<file path="src/rtl/limit_pkg.sv">
// Shared float32 helpers for the limit monitor: total-order compare keys and NaN detection.
package limit_pkg;

    localparam int FLT_W = 32;

    function automatic logic f32_is_nan(input logic [FLT_W-1:0] x);
        return (x[30:23] == 8'hFF) && (x[22:0] != '0);
    endfunction

    // Map sign-magnitude to an unsigned key whose order matches float order; -0 folds onto +0.
    function automatic logic [FLT_W-1:0] f32_key(input logic [FLT_W-1:0] x);
        logic [FLT_W-1:0] c;
        c = (x == 32'h8000_0000) ? '0 : x;
        return c[31] ? ~c : (c | 32'h8000_0000);
    endfunction

    function automatic logic f32_gt(input logic [FLT_W-1:0] a, input logic [FLT_W-1:0] b);
        return f32_key(a) > f32_key(b);
    endfunction

endpackage

</file>
<file path="src/rtl/limit_ch.sv">
// One monitored channel: registered float compares, over/under debounce counters and fault latches.
module limit_ch
    import limit_pkg::*;
#(
    parameter int DEB_W = 8
) (
    input  logic             i_clk,
    input  logic             i_rst,
    input  logic [FLT_W-1:0] i_data,
    input  logic             i_valid,
    input  logic [FLT_W-1:0] i_over_sp,
    input  logic [FLT_W-1:0] i_under_sp,
    input  logic             i_over_en,
    input  logic             i_under_en,
    input  logic [DEB_W-1:0] i_deb_cnt,
    input  logic             i_clr,
    output logic             o_over_flt,
    output logic             o_under_flt,
    output logic             o_over_trip,
    output logic             o_under_trip
);

    // Index 0 is the over limit, index 1 the under limit.
    logic                  vld_p1;
    logic [1:0]            viol_p1;
    logic [1:0]            en;
    logic [1:0]            trip;
    logic [1:0]            flt_p2;
    logic [1:0]            flt_nxt;
    logic [1:0][DEB_W-1:0] cnt_p2;
    logic [1:0][DEB_W-1:0] cnt_inc;
    logic [1:0][DEB_W-1:0] cnt_nxt;
    logic [DEB_W-1:0]      thresh;
    logic                  nan;

    function automatic logic [DEB_W-1:0] sat_inc(input logic [DEB_W-1:0] c);
        return (&c) ? c : c + 1'b1;
    endfunction

    assign nan = f32_is_nan(i_data);
    assign en  = {i_under_en, i_over_en};

    // Stage 1: compare results and sample strobe
    always_ff @(posedge i_clk or posedge i_rst) begin
        if (i_rst) begin
            vld_p1  <= 1'b0;
            viol_p1 <= '0;
        end else begin
            vld_p1     <= i_valid;
            viol_p1[0] <= nan | f32_gt(i_data, i_over_sp);
            viol_p1[1] <= nan | f32_gt(i_under_sp, i_data);
        end
    end

    always_comb begin
        thresh = (i_deb_cnt == '0) ? DEB_W'(1) : i_deb_cnt;
        for (int j = 0; j < 2; j++) begin
            cnt_inc[j] = sat_inc(cnt_p2[j]);
            trip[j]    = vld_p1 && en[j] && viol_p1[j] && (cnt_inc[j] >= thresh);
            cnt_nxt[j] = cnt_p2[j];
            if (vld_p1)
                cnt_nxt[j] = (en[j] && viol_p1[j]) ? cnt_inc[j] : '0;
            // A trip coinciding with a clear wins: fault stays, count parks at threshold.
            if (i_clr)
                cnt_nxt[j] = trip[j] ? thresh : '0;
            flt_nxt[j] = i_clr ? trip[j] : (flt_p2[j] | trip[j]);
        end
    end

    // Stage 2: debounce counters and fault latches
    always_ff @(posedge i_clk or posedge i_rst) begin
        if (i_rst) begin
            cnt_p2 <= '0;
            flt_p2 <= '0;
        end else begin
            cnt_p2 <= cnt_nxt;
            flt_p2 <= flt_nxt;
        end
    end

    assign o_over_flt   = flt_p2[0];
    assign o_under_flt  = flt_p2[1];
    assign o_over_trip  = trip[0];
    assign o_under_trip = trip[1];

endmodule

</file>
<file path="src/rtl/limit_mon_multi.sv">
// Multi-channel float32 limit monitor: per-channel debounced faults, interlock OR and first-fault capture.
module limit_mon_multi
    import limit_pkg::*;
#(
    parameter int CH    = 4,
    parameter int DEB_W = 8,
    localparam int FCW  = (CH > 1) ? $clog2(CH) : 1
) (
    input  logic                i_clk,
    input  logic                i_rst,
    input  logic [CH*FLT_W-1:0] i_data,
    input  logic                i_valid,
    input  logic [CH*FLT_W-1:0] i_over_sp,
    input  logic [CH*FLT_W-1:0] i_under_sp,
    input  logic [CH-1:0]       i_over_en,
    input  logic [CH-1:0]       i_under_en,
    input  logic [DEB_W-1:0]    i_deb_cnt,
    input  logic                i_clr,
    output logic [CH-1:0]       o_over_flt,
    output logic [CH-1:0]       o_under_flt,
    output logic                o_intl,
    output logic [FCW-1:0]      o_first_ch,
    output logic                o_first_vld
);

    logic [CH-1:0]  over_trip;
    logic [CH-1:0]  under_trip;
    logic           cap_hit;
    logic [FCW-1:0] cap_idx;

    for (genvar k = 0; k < CH; k++) begin : g_ch
        limit_ch #(.DEB_W(DEB_W)) u_ch (
            .i_clk       (i_clk),
            .i_rst       (i_rst),
            .i_data      (i_data[k*FLT_W +: FLT_W]),
            .i_valid     (i_valid),
            .i_over_sp   (i_over_sp[k*FLT_W +: FLT_W]),
            .i_under_sp  (i_under_sp[k*FLT_W +: FLT_W]),
            .i_over_en   (i_over_en[k]),
            .i_under_en  (i_under_en[k]),
            .i_deb_cnt   (i_deb_cnt),
            .i_clr       (i_clr),
            .o_over_flt  (o_over_flt[k]),
            .o_under_flt (o_under_flt[k]),
            .o_over_trip (over_trip[k]),
            .o_under_trip(under_trip[k])
        );
    end

    // Lowest channel with a trip this cycle wins the first-fault slot.
    always_comb begin
        cap_hit = 1'b0;
        cap_idx = '0;
        for (int k = CH - 1; k >= 0; k--) begin
            if (over_trip[k] || under_trip[k]) begin
                cap_hit = 1'b1;
                cap_idx = FCW'(k);
            end
        end
    end

    always_ff @(posedge i_clk or posedge i_rst) begin
        if (i_rst) begin
            o_intl      <= 1'b0;
            o_first_vld <= 1'b0;
            o_first_ch  <= '0;
        end else begin
            o_intl <= i_clr ? (|{over_trip, under_trip})
                            : (|{o_over_flt, o_under_flt, over_trip, under_trip});
            if ((!o_first_vld || i_clr) && cap_hit) begin
                o_first_vld <= 1'b1;
                o_first_ch  <= cap_idx;
            end else if (i_clr) begin
                o_first_vld <= 1'b0;
            end
        end
    end

endmodule

</file>
<file path="config.mk">
export PLATFORM = sky130hd
export DESIGN_NAME = limit_mon_multi
export DESIGN_NICKNAME = d
export VERILOG_FILES = /design/src/rtl/limit_pkg.sv /design/src/rtl/limit_ch.sv /design/src/rtl/limit_mon_multi.sv
export SDC_FILE = /design/constraint.sdc
export NUM_CORES = 1
export LEC_CHECK = 0
export CAP_MARGIN = 20
export CORE_MARGIN = 2
export CORE_UTILIZATION = 45
export CTS_BUF_LIST = sky130_fd_sc_hd__clkbuf_4 sky130_fd_sc_hd__clkbuf_8
export DETAILED_ROUTE_END_ITERATION = 10
export MAX_ROUTING_LAYER = met4
export PLACE_DENSITY = 0.77
export SETUP_SLACK_MARGIN = 0.02
export SLEW_MARGIN = 20
export SYNTH_ARGS = -nofsm -noshare
export SYNTH_HDL_FRONTEND = slang
export SYNTH_SLANG_ARGS = --single-unit
export TNS_END_PERCENT = 10
</file>
<file path="constraint.sdc">
create_clock -name i_clk -period 8.83 [get_ports i_clk]
set_input_delay 1.766 -clock i_clk [delete_from_list [all_inputs] [get_ports i_clk]]
set_output_delay 1.766 -clock i_clk [all_outputs]
set_load 0.01 [all_outputs]
</file>
==> reports/qor.yml, run 1 <==
ys_seq_area_share_pct: 11.21
worstReg2RegStart: "g_ch[0].u_ch.cnt_p2[0]$_DFFE_PP0P_"
min-delay-start: "o_first_ch[0]$_DFFE_PP0P_"
die_h_um: 209.3
period_share_pct: 64.76
setup_viol: 0
dp_hpwl_um: 49980
antenna_found_initial: 2
cts_hold_buf: 0
drc: 0
cts_buffers: 9
wl_per_cell_um: 17.80
path_common_cell: "nor2_1"
grt_usage_pct: 27.64
cts.clk_slew.worst_paths_ps: 120
met3_usage_pct: 2.259
critPathSlowestCell: "or4_1"
yosysUniqueCellTypes: 76
synth_cells: 2555
cts_root_buf: "clkbuf_8"
cts.repair.resized: 0
grt_use_met1_pct: 34.16
clock_latency_ps: 410
stdcell_area_um2: 23500
power_leakage_nw: 10.96
min_path_cells: 1
gp_congestion: 1.047
via_per_inst: 5.768
worst_setup_path_start_kind: "input pin"
dr.pass1.iters: 5
post-route-util_pct: 56.28
wl_um: 60650
layout-drive-gt1-share_pct: 2.861
synth_area_per_cell_um2: 7.426
grt_pass1_vias: 19750
drtIter0Drc: 1385
ant_nets: 0
hold_end: "o_first_ch[0]$_DFFE_PP0P_"
nNetsFinal: 3569
crit_type: "in -> reg"
initial_core_util_pct: 45.44
critical_path_buf_inv_count: 1
grt-busiest-layer: "met2"
synth_fp_nets: 3263
core_um2: 41760
grt_pass1_wl_um: 97390
ys_async_sr_fraction_pct: 100.0
slew_headroom_pct: 29.52
drv_cap: 0
synthAdderAreaFrac_pct: 20.43
grt_max_degree: 89
synth-seq-cells: 85
drv_slew: 0
rr_endpoint: "o_intl$_DFF_PP0_"
grt_overflow: 0
whs_ps: 540.6
cts.sinks: 85
synth_area_um2: 18970
r2r_slack_ps: 4630
design.die.area_um2: 43820
postCtsSetupBuffers: 0
synth-compound-area-share_pct: 16.16
h-tree-depth: 3
synthXorXnorAreaFrac_pct: 19.39
ys_warn_count: 0
yosys-top-cells-area: "ha_1 (20%), xor2_1 (12%), dfrtp_1 (11%)"
rsz0062_at_grt: "false"
cts_tree: "built"
period_needed_ps: 5719
final_cell_mix: "clkdlybuf4s50_1 (403), ha_1 (304), xor2_1 (254)"
synthMuxAreaShare_pct: 0.9628
synth_top_area_cell: "ha_1"
worst_slew_pin_slew_ps: 1057
syn_to_final_growth_pct: 23.87
critPathArrivalTime_ps: 5990
row_count: 75
crit_path_end_kind: "flip-flop"
die_w_um: 209.3
worstPathRequired_ps: 9100
reg2regPathDepth: 15
crit_family: "simple AND/OR/NAND/NOR gates"
post_dp_cell_area_um2: 23280
cp_cell_sequence: "clkdlybuf4s50_1 > or4_1 > nor2_1 > nand3_2 > and2_1 > ha_1 > a21oi_1 > nor2_1 > a211oi_1 > o21ai_0 > a221o_1 > maj3_2 > nor4_2 > o21ai_1"
skew_ps: 18.88
synth-simple-area-share_pct: 25.67
max_stage_delay_ps: 560
synth_top_area_share_pct: 20.05
synth_flop_cell: "dfrtp_1"
layout_commonest_cell: "clkdlybuf4s50_1"
final_cells: 3407
vias: 19650
hold_viol: 0
ir_worst_vdd_v: 0.00006022
hp-class: "reg -> reg"
synth_edf_count: 0
powerDensity_nw_per_um2: 85.50
status: "finished clean"
post-place-cells: 3389
critical_path_peak_fanout: 34
port_buffers: 415
use_met2_pct: 47.47
synth_top_family_by_area: "simple AND/OR/NAND/NOR gates"
fin_setup_tns_ps: 0
clock_path_buffers: 2
io_pins: 416
fmax_mhz: 174.9
per-layer routing:
metal  wire length (um)  vias up
met5                  0        -
met4               2114        0
met3               3227      137
met2              29490      674
met1              25810     9247
li1                   -     9593
worst register-to-register path: cells and delay by family, from the launching register on:
| family | cells | cell delay [ps] |
|---|---|---|
| buffers and inverters | 1 | 270 |
| and+or+nand+nor | 8 | 1540 |
| DFF | 1 | 450 |
| AOI/OAI and AO/OA | 3 | 1060 |
| adders and majority gates | 2 | 550 |
| xor gates and xnor gates | 1 | 200 |
how the worst max path moves through the flow:
stage	from	endpoint	slack, ps	cells past startpoint
finish	i_data[34]	g_ch[1].u_ch.viol_p1[0]$_DFF_PP0_	3110	14
global route	i_data[66]	g_ch[2].u_ch.viol_p1[1]$_DFF_PP0_	2820	14
CTS	i_under_sp[95]	g_ch[2].u_ch.viol_p1[1]$_DFF_PP0_	3110	14
detailed placement	i_under_sp[95]	g_ch[2].u_ch.viol_p1[1]$_DFF_PP0_	2670	14
global placement	i_data[34]	g_ch[1].u_ch.viol_p1[0]$_DFF_PP0_	2790	14
floorplan	i_data[95]	g_ch[2].u_ch.viol_p1[1]$_DFF_PP0_	3690	14
state kept, by name, summed over array words and instances, names as in the netlist:
name               flops
o_first_ch             2
o_intl                 1
g_ch.u_ch.vld_p1       1
o_first_vld            1
g_ch.u_ch.viol_p1      8
g_ch.u_ch.cnt_p2      64
g_ch.u_ch.flt_p2       8
power breakdown:
part | switching, W | internal (W) | leakage [nW]
Combinational | 0.000641 | 0.000609 | 9.73
Sequential | 0.0000373 | 0.000420 | 1.13
Clock | 0.000188 | 0.000114 | 0.104
cell type report:
type / count / area, um2
antenna: 2 / 5.005
clock buffer: 9 / 123.9
clock inverter: 7 / 78.83
fill: 3837 / 18260
inverter: 168 / 631.9
multi-input combinational: 2173 / 15690
sequential: 85 / 2127
tap: 539 / 674.4
timing repair buffer: 424 / 4169
per-stage QoR:
stage / power [W] / worst slack [ps]
after floorplan: 0.001232 / 3693
after global placement: 0.001646 / 2794
final: 0.002009 / 3111
after global routing: 0.002180 / 2824
after detailed placement: 0.001699 / 2673
after CTS: 0.002007 / 3110
cell families (layout without fill, tap and decap cells):
group           count (synthesis)  count (layout)
simple gates                  960             960
mux                            18              18
buf+inv                       297             608
xor+xnor                      420             420
compound gates                464             464
other cells                     0               2
fa+ha+maj                     311             311
flops                          85              85
cell usage after synthesis (7+ instances only):
cell type and count:
a22o_1 7, o2111ai_1 15, nand3_1 60, nor2_1 222
inv_1 168, and2_1 92, o21ai_0 81, clkbuf_1 87
dfrtp_1 85, a21oi_1 112, nand4_1 80, a221oi_1 9
ha_1 304, buf_4 9, a21o_1 64, buf_1 25
o21ai_1 19, nand2b_1 33, a211o_1 7, xnor2_1 166
a211oi_1 8, nor3_1 25, xor2_1 254, nor4b_1 9
o211ai_1 18, nand2_1 245, and4_1 13, nand3b_1 8
o32ai_1 7, or2_2 16, a31oi_1 14, o221ai_1 28
or4_1 7, mux2i_1 16, nor2b_1 25, nor4_1 78
o21a_1 40, and3_1 19
(Power assumes the default switching activity.)
==> run 2, diff against run 1 <==
- clock period: 8.83 -> 5.7 ns (I/O delays scaled with it)
==> run 2 against run 1 <==
Against the previous run:
- register-to-register slack got worse by 2700 ps
- core utilization increased by 0.28 points
- hold slack got worse by 3.9 ps
- critical path depth did not move
- highest routed layer unchanged
- count of clock-buffer cells in the layout stayed put
- die area is the same
- clock power is 43% higher
==> reports/qor.yml, run 2 (synthesized netlist as in run 1, its figures left out) <==
wl_um: 60570  # -0.12%
largest_reg_flops: 64  # unchanged
row_count: 75  # unchanged
hold_viol: 0  # unchanged
period_needed_ps: 4793
status: "finished clean"
critical_path_buf_inv_count: 1  # unchanged
min-delay-start: "o_first_ch[0]$_DFFE_PP0P_"
cts_buffers: 9  # unchanged
hp-class: "reg -> reg"
cp_cell_sequence: "clkdlybuf4s50_1 > or4_1 > nor2_1 > nand3_2 > and2_1 > ha_1 > a21oi_1 > o21ai_0 > a21oi_1 > o21ai_0 > a221o_1 > maj3_2 > nor4_2 > o21ai_1"
ant_nets: 0  # unchanged
antenna_found_initial: 1  # -1
io_pins: 416  # unchanged
crit_family: "simple AND/OR/NAND/NOR gates"
r2r_slack_ps: 1980  # -2650 ps
post_dp_cell_area_um2: 23440  # +0.65%
drc: 0  # unchanged
rr_endpoint: "o_intl$_DFF_PP0_"
post-place-cells: 3410  # +0.62%
worstPathRequired_ps: 5960  # -3140 ps
crit_type: "in -> reg"
port_buffers: 415  # unchanged
critPathArrivalTime_ps: 5050  # -940 ps
cts_root_buf: "clkbuf_8"
clock_latency_ps: 400  # about the same
ir_worst_vdd_v: 0.00008841  # +47%
final_cell_mix: "clkdlybuf4s50_1 (403), ha_1 (304), xor2_1 (254)"
design.die.area_um2: 43820  # unchanged
dr.pass1.iters: 5  # unchanged
critPathSlowestCell: "or4_1"
powerDensity_nw_per_um2: 130.4  # +52%
h-tree-depth: 3  # unchanged
slew_headroom_pct: 37.21  # +7.7 points
wl_per_cell_um: 17.68  # -0.70%
final_cells: 3427  # +0.59%
layout_commonest_cell: "clkdlybuf4s50_1"
drtIter0Drc: 1490  # +7.6%
initial_core_util_pct: 45.44  # unchanged
period_share_pct: 84.09
cts_tree: "built"
worst_slew_pin_slew_ps: 941.9  # -115.3 ps
vias: 19470  # -0.94%
hold_end: "o_first_ch[0]$_DFFE_PP0P_"
drv_slew: 0  # unchanged
grt_pass1_wl_um: 97370  # about the same
fmax_mhz: 208.6
reg.largest.list: "g_ch.u_ch.cnt_p2 (64), g_ch.u_ch.flt_p2 (8), g_ch.u_ch.viol_p1 (8)"
cts.sinks: 85  # unchanged
crit_path_end_kind: "flip-flop"
cts_hold_buf: 0  # unchanged
power_leakage_nw: 11.04  # +0.73%
rsz0062_at_grt: "false"
grt_usage_pct: 27.66  # about the same
drv_cap: 0  # unchanged
via_per_inst: 5.680  # -1.5%
syn_to_final_growth_pct: 24.49
cts.repair.resized: 0  # unchanged
max_flop_register: "g_ch.u_ch.cnt_p2"
dp_hpwl_um: 50260  # +0.56%
max_stage_delay_ps: 560  # about the same
die_h_um: 209.3  # unchanged
postCtsSetupBuffers: 0  # unchanged
multi_input_area_um2: 15680  # about the same
die_w_um: 209.3  # unchanged
setup_viol: 0  # unchanged
layout-drive-gt1-share_pct: 3.568  # +0.71 points
min_path_cells: 1  # unchanged
seq_area_um2: 2127  # unchanged
reg2regPathDepth: 15  # unchanged
worstReg2RegStart: "g_ch[0].u_ch.cnt_p2[0]$_DFFE_PP0P_"
post-route-util_pct: 56.56  # +0.28 points
grt_overflow: 0  # unchanged
worst_setup_path_start_kind: "input pin"
clock_path_buffers: 2  # unchanged
skew_ps: 22.85  # +3.964 ps
core_um2: 41760  # unchanged
grt_pass1_vias: 19420  # -1.7%
grt_max_degree: 57  # -36%
nNetsFinal: 3590  # +0.59%
nFillCells: 3881  # +1.1%
gp_congestion: 0.9560  # -8.7%
critical_path_peak_fanout: 17  # -50%
stdcell_area_um2: 23620  # +0.50%
cts.clk_slew.worst_paths_ps: 110  # about the same
fin_setup_tns_ps: 0  # unchanged
startpoint: "i_data[34]"
-- run 2: per-stage QoR --
step / worst slack, ps / power [W] / hold WS, ps
floorplan: 1189 / 0.001909 / 490.5
detailed placement: 532.5 / 0.002636 / 505.2
CTS: 932.7 / 0.003078 / 529.9
finish: 906.6 / 0.003079 / 536.7
global placement: 562.3 / 0.002565 / 487.5
global route: 680.3 / 0.003351 / 556.2
-- run 2: power breakdown --
part           internal [W]  leakage (nW)  switching [W]
sequential         0.000651          1.13      0.0000565
combinational      0.000947          9.82       0.000992
clock              0.000164        0.0881       0.000267
total               0.00176          11.0        0.00132
-- run 2: area by class of cell --
cell class,instances,area share [%]
inverters,168,2.680
repair buffers,445,18.29
multi-input cells,2173,66.39
clock buffers,9,0.5244
flip-flops and latches,85,9.005
diodes,1,0.01059
clock inverters,7,0.2437
well taps,539,2.855
-- run 2: how the worst max path moves through the flow --
stage,end,slack (ps),cells past startpoint
4_1_cts,g_ch[1].u_ch.viol_p1[0]$_DFF_PP0_,930,14
3_3_place_gp,g_ch[1].u_ch.viol_p1[0]$_DFF_PP0_,560,14
6_report,g_ch[1].u_ch.viol_p1[0]$_DFF_PP0_,910,14
5_1_grt,g_ch[1].u_ch.viol_p1[0]$_DFF_PP0_,680,14
3_5_place_dp,g_ch[1].u_ch.viol_p1[0]$_DFF_PP0_,530,14
2_1_floorplan,g_ch[2].u_ch.viol_p1[1]$_DFF_PP0_,1190,14
-- run 2: routing by layer --
metal / share of wire, % / vias up / track usage (%)
met5: 0 / - / -
met3: 4.6 / 124 / 2.230
li1: - / 9649 / -
met1: 44 / 9076 / 34.77
met2: 48 / 618 / 47.82
met4: 2.7 / 0 / 7.414
-- run 2: worst reg2reg max path, cell delays in order (launching register included) --
cell and delay [ps]:
dfrtp_1 450, ha_1 250, and3_1 220, and3_1 220, and3_1 240, nor2_1 250
nand3_1 140, xnor2_1 210, ha_1 300, a2111oi_0 420, nand2_1 100, o21ai_1 150
buf_4 220, nand2_1 100, nor3_1 220, o21ai_0 130
